## src/rtl/mem_port_arbiter_pkg.sv

```systemverilog
// Shared types and constants for the memory port arbiter.
//   rsp_owner_e : who owns the read data returning next cycle
//   MEM_W_*     : access width codes (funct3[1:0])
package mem_port_arbiter_pkg;

   typedef enum logic [1:0] {RSP_NONE, RSP_IF, RSP_D} rsp_owner_e;

   localparam logic [1:0] MEM_W_BYTE = 2'd0;
   localparam logic [1:0] MEM_W_HALF = 2'd1;
   localparam logic [1:0] MEM_W_WORD = 2'd2;

endpackage

```

## src/rtl/mem_port_arbiter_store_lane.sv

```systemverilog
// mem_store_lane: combinational byte-lane formatter for EX accesses.
//   width    in  2   access width code
//   off      in  2   byte offset (address[1:0])
//   data     in  32  right-aligned store data
//   wstrb    out 4   byte write strobes
//   wdata    out 32  data replicated across the active lanes
//   misalign out 1   access crosses its natural alignment (or bad width)
module mem_store_lane
   import mem_port_arbiter_pkg::*;
(
   input  logic [1:0]  width,
   input  logic [1:0]  off,
   input  logic [31:0] data,
   output logic [3:0]  wstrb,
   output logic [31:0] wdata,
   output logic        misalign
);

   always_comb begin
      wstrb    = 4'b0000;
      wdata    = data;
      misalign = 1'b0;
      case (width)
         MEM_W_BYTE: begin
            wstrb = 4'b0001 << off;
            wdata = {4{data[7:0]}};
         end
         MEM_W_HALF: begin
            wstrb    = 4'b0011 << {off[1], 1'b0};
            wdata    = {2{data[15:0]}};
            misalign = off[0];
         end
         MEM_W_WORD: begin
            wstrb    = 4'b1111;
            misalign = (off != 2'b00);
         end
         default: misalign = 1'b1;
      endcase
   end

endmodule

```

## src/rtl/mem_port_arbiter.sv

```systemverilog
// mem_port_arbiter: shares one single-port, 1-cycle-latency RAM between the
// fetch port (IF) and the EX load/store port.
//   clk, rst_n                 clock, async active-low reset
//   if_req/if_addr             fetch request (held until if_gnt)
//   if_gnt/if_rvalid/if_rdata  fetch accept and returned instruction
//   d_load_en/d_store_en       EX requests; addresses, store data, width
//   d_gnt/d_rvalid/d_rdata     EX accept and right-aligned load data
//   d_misalign                 misaligned access dropped (1-cycle pulse)
//   mem_*                      RAM interface
//   stall_if/stall_ex          pipeline stall requests
module mem_port_arbiter
   import mem_port_arbiter_pkg::*;
#(
   parameter int AW           = 32,
   parameter int STARVE_LIMIT = 4
) (
   input  logic          clk,
   input  logic          rst_n,
   input  logic          if_req,
   input  logic [AW-1:0] if_addr,
   output logic          if_gnt,
   output logic          if_rvalid,
   output logic [31:0]   if_rdata,
   input  logic          d_load_en,
   input  logic          d_store_en,
   input  logic [AW-1:0] d_load_addr,
   input  logic [AW-1:0] d_store_addr,
   input  logic [31:0]   d_store_data,
   input  logic [1:0]    d_store_width,
   output logic          d_gnt,
   output logic          d_rvalid,
   output logic [31:0]   d_rdata,
   output logic          d_misalign,
   output logic          mem_en,
   output logic          mem_we,
   output logic [AW-1:0] mem_addr,
   output logic [31:0]   mem_wdata,
   output logic [3:0]    mem_wstrb,
   input  logic [31:0]   mem_rdata,
   output logic          stall_if,
   output logic          stall_ex
);

   localparam int CW = $clog2(STARVE_LIMIT + 1);
   localparam logic [AW-1:0] WMASK = ~AW'(3);

   rsp_owner_e    rsp_owner;
   logic [CW-1:0] starve_cnt;
   logic [1:0]    off_q;
   logic          mis_q;

   logic          d_done, d_req, is_store, force_if, misalign, rd_d;
   logic [AW-1:0] d_addr;
   logic [3:0]    lane_strb;
   logic [31:0]   lane_wdata;

   // A load's response cycle is the only cycle d_done is set, so a still-held
   // completing load cannot be issued twice.
   assign d_done   = (rsp_owner == RSP_D);
   assign is_store = d_store_en;
   assign d_addr   = is_store ? d_store_addr : d_load_addr;
   assign d_req    = rst_n & (d_store_en | d_load_en) & ~d_done;
   assign force_if = (starve_cnt == CW'(STARVE_LIMIT));

   mem_store_lane u_lane (
      .width    (d_store_width),
      .off      (d_addr[1:0]),
      .data     (d_store_data),
      .wstrb    (lane_strb),
      .wdata    (lane_wdata),
      .misalign (misalign)
   );

   // EX has priority unless IF has been starved for STARVE_LIMIT grants.
   // Grants are masked by rst_n so every output is quiet while in reset.
   assign if_gnt     = rst_n & if_req & (~d_req | force_if);
   assign d_gnt      = d_req & ~if_gnt;
   assign d_misalign = d_gnt & misalign;
   assign rd_d       = d_gnt & ~is_store;

   assign mem_en    = if_gnt | (d_gnt & ~misalign);
   assign mem_we    = d_gnt & is_store & ~misalign;
   assign mem_addr  = if_gnt ? (if_addr & WMASK) : (mem_en ? (d_addr & WMASK) : '0);
   assign mem_wstrb = mem_we ? lane_strb  : 4'b0000;
   assign mem_wdata = mem_we ? lane_wdata : 32'h0;

   assign if_rvalid = (rsp_owner == RSP_IF);
   assign if_rdata  = if_rvalid ? mem_rdata : 32'h0;
   assign d_rvalid  = d_done;
   // A dropped misaligned load still completes, with zero data.
   assign d_rdata   = (d_rvalid && !mis_q) ? (mem_rdata >> {off_q, 3'b000}) : 32'h0;

   assign stall_if = rst_n & if_req & ~if_gnt;
   assign stall_ex = rst_n & (d_store_en ? ~d_gnt : (d_load_en & ~d_rvalid));

   always_ff @(posedge clk or negedge rst_n) begin
      if (!rst_n) begin
         rsp_owner  <= RSP_NONE;
         starve_cnt <= '0;
         off_q      <= 2'b00;
         mis_q      <= 1'b0;
      end else begin
         if (if_gnt)    rsp_owner <= RSP_IF;
         else if (rd_d) rsp_owner <= RSP_D;
         else           rsp_owner <= RSP_NONE;

         if (rd_d) begin
            off_q <= d_load_addr[1:0];
            mis_q <= misalign;
         end

         if (if_gnt || !if_req)
            starve_cnt <= '0;
         else if (d_gnt && !force_if)
            starve_cnt <= starve_cnt + 1'b1;
      end
   end

endmodule

```

## config.mk

```make
export PLATFORM = sky130hd
export DESIGN_NAME = mem_port_arbiter
export DESIGN_NICKNAME = d
export VERILOG_FILES = /design/src/rtl/mem_port_arbiter_pkg.sv /design/src/rtl/mem_port_arbiter_store_lane.sv /design/src/rtl/mem_port_arbiter.sv
export SDC_FILE = /design/constraint.sdc
export NUM_CORES = 1
export LEC_CHECK = 0
export CORE_AREA = 2 2 119 121
export DETAILED_ROUTE_END_ITERATION = 7
export DIE_AREA = 0 0 121 123
export SLEW_MARGIN = 20
export SYNTH_ARGS = -nofsm -noshare
export SYNTH_HDL_FRONTEND = slang
export SYNTH_SLANG_ARGS = --single-unit
```

## constraint.sdc

```tcl
create_clock -name clk -period 1.8 [get_ports clk]
set_input_delay 0.36 -clock clk [delete_from_list [all_inputs] [get_ports clk]]
set_output_delay 0.36 -clock clk [all_outputs]
set_load 0.1 [all_outputs]
```

Yosys cells after proc, flatten, opt, wreduce, memory -nomap -nowiden
Cells that the tools add are included.
{"block": "totals", "reg_bits": 8, "input_bits": 167, "wordCells": 59}
{"block": "classes", "add_sub_neg": 1, "eq_ne": 5, "n_shift": 3, "n_mux": 15, "bitwise": 22, "reduce_logical": 9}
{"op": "32-bit two-way mux", "n": 6}
{"op": "32-bit case mux with 2 select lines", "n": 1}
{"op": "32-bit by 5-bit right shift with 32-bit output", "n": 1}
{"op": "1-bit bitwise AND", "n": 13}
{"op": "4-bit case mux with 3 select lines", "n": 1}
{"op": "3-bit two-way mux", "n": 2}
{"op": "1-bit NOT", "n": 6}
{"op": "2-bit by 1-bit equality test with 1-bit output (second input constant)", "n": 2}
{"op": "2-bit equality test (second input constant)", "n": 2}
{"op": "2-bit two-way mux", "n": 2}
{"op": "4-bit two-way mux", "n": 1}
{"op": "2-bit nonzero test", "n": 2}
{"op": "1-bit by 2-bit << shifter with 4-bit output (first input constant)", "n": 1}
{"op": "2-bit by 2-bit << shifter with 4-bit output (first input constant)", "n": 1}
{"op": "3-bit by 1-bit adder with 3-bit output (second input constant)", "n": 1}
{"op": "3-bit equality test (second input constant)", "n": 1}
{"op": "1-bit logical NOT", "n": 3}
{"op": "1-bit OR", "n": 3}
{"op": "1-bit case mux with 3 select lines", "n": 1}
{"op": "1-bit logical AND", "n": 2}
{"op": "2-bit logical NOT", "n": 1}
{"op": "1-bit logical OR", "n": 1}
{"op": "1-bit two-way mux", "n": 1}

Logic depth before layout (Yosys ltp)
{"block": "logic_depth", "depth_word": 12, "mapped_depth": 8}

Modules after synthesis
A second synthesis with hierarchy kept.
{"block": "hier_totals", "cells_unflattened": 360, "area_unflattened_um2": 3027.9}
{"mod": "mem_port_arbiter", "n_inst": 1, "cells_each": 291, "area_per_inst_um2": 2453.6}
{"mod": "mem_store_lane", "n_inst": 1, "cells_each": 69, "area_per_inst_um2": 574.3}

Worst setup path before layout
OpenSTA, ideal clock, no wires.
{"block": "synth_timing", "path_type": "reg2out", "from": "register rsp_owner[1]", "to": "output port mem_addr[10]", "arrival_time_ns": 4.271, "t_required_ns": 1.440, "path_slack_ns": -2.831, "path_stages_with_launch": 6, "path_buffers": 1, "path_cell_list": "dfrtp_1 -> nor2b_1 -> nor3_2 -> nand3_1 -> buf_2 -> o2bb2ai_1"}
{"block": "synth_between", "elab_chain_cells": 12}
{"element": "start, declared", "line_no": "mem_port_arbiter.sv:47", "rtl": "rsp_owner_e rsp_owner;"}
{"element": "start signal, assigned", "line_no": "mem_port_arbiter.sv:98", "rtl": "rsp_owner <= RSP_NONE;"}
{"element": "start signal, assigned", "line_no": "mem_port_arbiter.sv:103", "rtl": "if (if_gnt) rsp_owner <= RSP_IF;"}
{"element": "start signal, assigned", "line_no": "mem_port_arbiter.sv:104", "rtl": "else if (rd_d) rsp_owner <= RSP_D;"}
{"element": "2-bit equality test (*)", "line_no": "mem_port_arbiter.sv:59", "rtl": "assign d_done = (rsp_owner == RSP_D);"}
{"element": "named net d_rvalid", "line_no": "mem_port_arbiter.sv:31", "rtl": "output logic d_rvalid,"}
{"element": "1-bit NOT (*)", "line_no": "mem_port_arbiter.sv:62", "rtl": "assign d_req = rst_n & (d_store_en | d_load_en) & ~d_done;"}
{"element": "1-bit bitwise AND (*)", "line_no": "mem_port_arbiter.sv:62"}
{"element": "1-bit NOT", "line_no": "mem_port_arbiter.sv:76", "rtl": "assign if_gnt = rst_n & if_req & (~d_req | force_if);"}
{"element": "1-bit OR", "line_no": "mem_port_arbiter.sv:76"}
{"element": "1-bit bitwise AND", "line_no": "mem_port_arbiter.sv:76"}
{"element": "1-bit NOT", "line_no": "mem_port_arbiter.sv:77", "rtl": "assign d_gnt = d_req & ~if_gnt;"}
{"element": "1-bit bitwise AND (*)", "line_no": "mem_port_arbiter.sv:77"}
{"element": "named net d_gnt", "line_no": "mem_port_arbiter.sv:30", "rtl": "output logic d_gnt,"}
{"element": "1-bit bitwise AND (*)", "line_no": "mem_port_arbiter.sv:81", "rtl": "assign mem_en = if_gnt | (d_gnt & ~misalign);"}
{"element": "1-bit OR (*)", "line_no": "mem_port_arbiter.sv:81"}
{"element": "32-bit two-way mux (*) (2 in series)", "line_no": "mem_port_arbiter.sv:83", "rtl": "assign mem_addr = if_gnt ? (if_addr & WMASK) : (mem_en ? (d_addr & WMASK) : '0);"}
{"element": "end, declared", "line_no": "mem_port_arbiter.sv:36", "rtl": "output logic [AW-1:0] mem_addr,"}
The timed path passes the listed nets; every way through them passes the cells marked *.

Worst setup path after layout
{"block": "layout_timing", "from": "register starve_cnt[1]", "to": "output port mem_wdata[11]"}
{"block": "layout_between", "elab_chain_cells": 8}
{"element": "start, declared", "line_no": "mem_port_arbiter.sv:48", "rtl": "logic [CW-1:0] starve_cnt;"}
{"element": "start signal, assigned", "line_no": "mem_port_arbiter.sv:115", "rtl": "starve_cnt <= starve_cnt + 1'b1;"}
{"element": "3-bit equality test", "line_no": "mem_port_arbiter.sv:63", "rtl": "assign force_if = (starve_cnt == CW'(STARVE_LIMIT));"}
{"element": "1-bit OR", "line_no": "mem_port_arbiter.sv:76"}
{"element": "1-bit bitwise AND", "line_no": "mem_port_arbiter.sv:76"}
{"element": "1-bit NOT", "line_no": "mem_port_arbiter.sv:77"}
{"element": "1-bit bitwise AND", "line_no": "mem_port_arbiter.sv:77"}
{"element": "1-bit bitwise AND (2 in series)", "line_no": "mem_port_arbiter.sv:82", "rtl": "assign mem_we = d_gnt & is_store & ~misalign;"}
{"element": "32-bit two-way mux", "line_no": "mem_port_arbiter.sv:85", "rtl": "assign mem_wdata = mem_we ? lane_wdata : 32'h0;"}
{"element": "end, declared", "line_no": "mem_port_arbiter.sv:37", "rtl": "output logic [31:0] mem_wdata,"}
Every way passes these cells.

==> reports/summary.txt <==
Die H - 123 um
FF+latch area - 200.2 um2
layout cells sized above 1 - 57.03%
Synth warnings - 0
CTS Buffer Depth - 2
drt first pass iters - 4
critical path type - flip-flop to primary output
Core Util, Final - 70.89%
status - complete, but fails checks
Layout fillers - 951
Num CTS Buffers - 3
Synth Register Bits - 8
Min-Delay Path Class - input pin to asynchronous set/reset pin
CTS sink count - 8
DR vias/cell - 4.559
initial antenna violation count - 0
failing checks - negative setup slack
I/O pin total - 308
Post-synth EDFFs - 0
fraction of registers with async set/reset - 100.0%
Starting DRT DRC Count - 126
relative slew slack - 66.11%
global route total overflow - 0
Skew-Pair Late Insertion Delay - 0.23 ns
DRC Markers - 0
WHS - 0.2512 ns
final clock skew - 0.001550 ns
largest family of logic cells by synthesized area - simple AND/OR/NAND/NOR gates
Final min period - 2.489 ns
area of the multi-input gates - 3387 um2
Routed WL per cell - 17.57 um
CTS HTree Levels - 1
initial cell density of the core - 18.44%
CTS clk-pin slew, worst paths - 0.04 ns
root buf cell - clkbuf_16
CP startpoint kind - flip-flop
period utilization - 138.3%
nature of the critical path endpoint - primary output
Data arrival, critical path - 2.13 ns
Detail Placement HPWL - 13560 um
unrepaired setup endpoints after global routing - yes
total wire length - 16170 um
XOR/XNOR Fraction of Synth Area - 0.3490%
proportion of synthesized area in mux cells - 27.92%
Post-Syn Instances - 347
CTS tree - built
simple-gate share of the synthesized area - 29.96%
post-synth design cell area - 2510 um2
post-synthesis compound-gate area fraction - 24.68%
Setup Viol. Count Final - 138
worst setup margin - -0.6886 ns
critical path peak fanout - 8
Placeable Area - 13610 um2
largest net degree at the start of global routing - 34
first-pass GRT wire length - 24030 um
ant diodes - 0
Slowest cell on crit path - dfrtp_1
num rows - 43
fin nets - 911
Worst VDD drop - 0.0002738 V
Avg Cell Area, Syn - 7.233 um2
Yosys cell types - 36
Most used DFF post-synth - dfrtp_1
Worst-Margin Slew - 0.4942 ns
leakage power - 0.003867 uW
Die X-Extent - 121 um
PortBufs - 303
vias - 4194
Synth Area in Adders - 0.9970%
commonest non-fill, non-tap cell in the layout - clkdlybuf4s50_1
Hold Buf Count CTS - 0
routability cong. - 0.9350
fmax - 0.4018 GHz
Final Hold Viols - 0
sequential area share after synthesis - 7.976%
cell mode on critical path - buf_12
max-slew violations - 0
area of the die - 14880 um2
PD cells - 426.5 nW/um2
CP cell instances - inv_1 > ha_2 > and4_4 > nor4b_4 > buf_4 > nand3_4 > buf_12 > a21oi_4 > buf_12
Total Routing Usage GR - 20.58%
vias in the first global route - 4320
critical path required time - 1.44 ns
CP max stage delay - 0.34 ns
Max Cap Violations - 0
Final ANT Viol Nets - 0
most frequent cells in the layout - clkdlybuf4s50_1, buf_12, buf_4
Layout Area Growth over Synthesis - 284.4%
[routing by layer]
| layer | vias to the layer above | part of all wire (%) | global-route usage (%) |
|---|---|---|---|
| met5 | - | 0 | 0 |
| met4 | 0 | 1.4 | 4.070 |
| met1 | 1955 | 35 | 22.34 |
| li1 | 2024 | - | - |
| met3 | 14 | 8.5 | 4.751 |
| met2 | 201 | 55 | 40.48 |
[cell type report]
class | instances | area share [%]
Clock buffer | 3 | 0.7780
Inverter | 3 | 0.1556
Multi-Input combinational cell | 303 | 35.10
Sequential cell | 8 | 2.075
Tap cell | 180 | 2.334
Timing Repair Buffer | 422 | 59.48
Timing Repair inverter | 1 | 0.07780
[cells in the mapped netlist (2+ instances only)]
| master | number | area [um2] |
|---|---|---|
| or2_1 | 2 | 12.51 |
| and2_1 | 49 | 306.5 |
| nand3_1 | 2 | 10.01 |
| nor2b_1 | 12 | 75.07 |
| nand2_1 | 12 | 45.04 |
| nor2_1 | 53 | 198.9 |
| buf_6 | 5 | 56.30 |
| or2_2 | 2 | 12.51 |
| o2bb2ai_1 | 30 | 262.8 |
| buf_4 | 2 | 15.01 |
| mux2_2 | 3 | 33.78 |
| mux2i_1 | 64 | 640.6 |
| a21oi_1 | 28 | 140.1 |
| buf_1 | 2 | 7.510 |
| a22o_1 | 2 | 17.52 |
| buf_2 | 13 | 65.06 |
| a211oi_1 | 17 | 127.6 |
| clkbuf_1 | 12 | 45.04 |
| ha_1 | 2 | 25.02 |
| inv_1 | 3 | 11.26 |
| o21ai_0 | 9 | 45.04 |
| o21ai_2 | 2 | 17.52 |
| dfrtp_1 | 8 | 200.2 |
[path summary, 6_finish.rpt]
| path | endpoint | slack (ns) | startpoint | depth (start not counted) |
|---|---|---|---|---|
| setup / recovery | mem_wdata[11] | -0.69 | starve_cnt[1] | 9 |
| hold / removal | rsp_owner[0] | 0.25 | rst_n | 2 |
| setup reg to reg | starve_cnt[0] | 0.09 | starve_cnt[1] | 9 |
| hold reg to reg | mis_q | 0.59 | mis_q | 2 |
| max in group asynchronous | rsp_owner[1] | 1.41 | rst_n | 2 |
| min in group clk | mis_q | 0.59 | mis_q | 2 |
[kinds of logic after synthesis]
group	after synthesis
flip-flops	8
buffers and inverters	37
multiplexers	69
AND/OR/NAND/NOR	140
adder cells (fa/ha/maj)	2
other	1
AO/OA/AOI/OAI	89
XOR/XNOR	1
[power by group]
group | total, uW | internal, uW | switching [uW]
sequential | 218 | 200 | 18.5
clock | 369 | 286 | 83.3
combinational | 3530 | 1540 | 1990
total | 4120 | 2020 | 2090
[through the flow]
step                total power, uW  instance area [um2]  setup WS (ns)  TNS (ns)  cells
global placement               3545                 8942        -0.7100    -55.79    884
finish                         4115                 9649        -0.6886    -63.31    920
global route                   4278                 9649        -0.7954    -72.56    920
detailed placement             3569                 8942        -0.7197    -56.09    884
CTS                            4110                 9545        -0.7047    -60.77    913
floorplan                      2201                 3809         -1.221    -76.51    348
[flip-flops by register name, indices dropped and copies added, names as in the netlist]
register	flops
starve_cnt	3
off_q	2
rsp_owner	2
mis_q	1
[worst max-delay path, delay by kind of cell, from the launching register on]
family | cells | cell delay [ns]
flip-flops | 1 | 0.34
buffers and inverters | 4 | 0.63
AND/OR/NAND/NOR | 3 | 0.60
AO/OA/AOI/OAI | 1 | 0.14
adder cells (fa/ha/maj) | 1 | 0.18
[repair_timing]
action / CTS / global route
gates resized for setup: 71 / 11
pin swaps: 29 / 21
endpoints found under the setup margin: 142 / 141
gates cloned: 7 / 2
buffers inserted: 21 / 10
No activity file was read; power rests on OpenSTA's default activity.
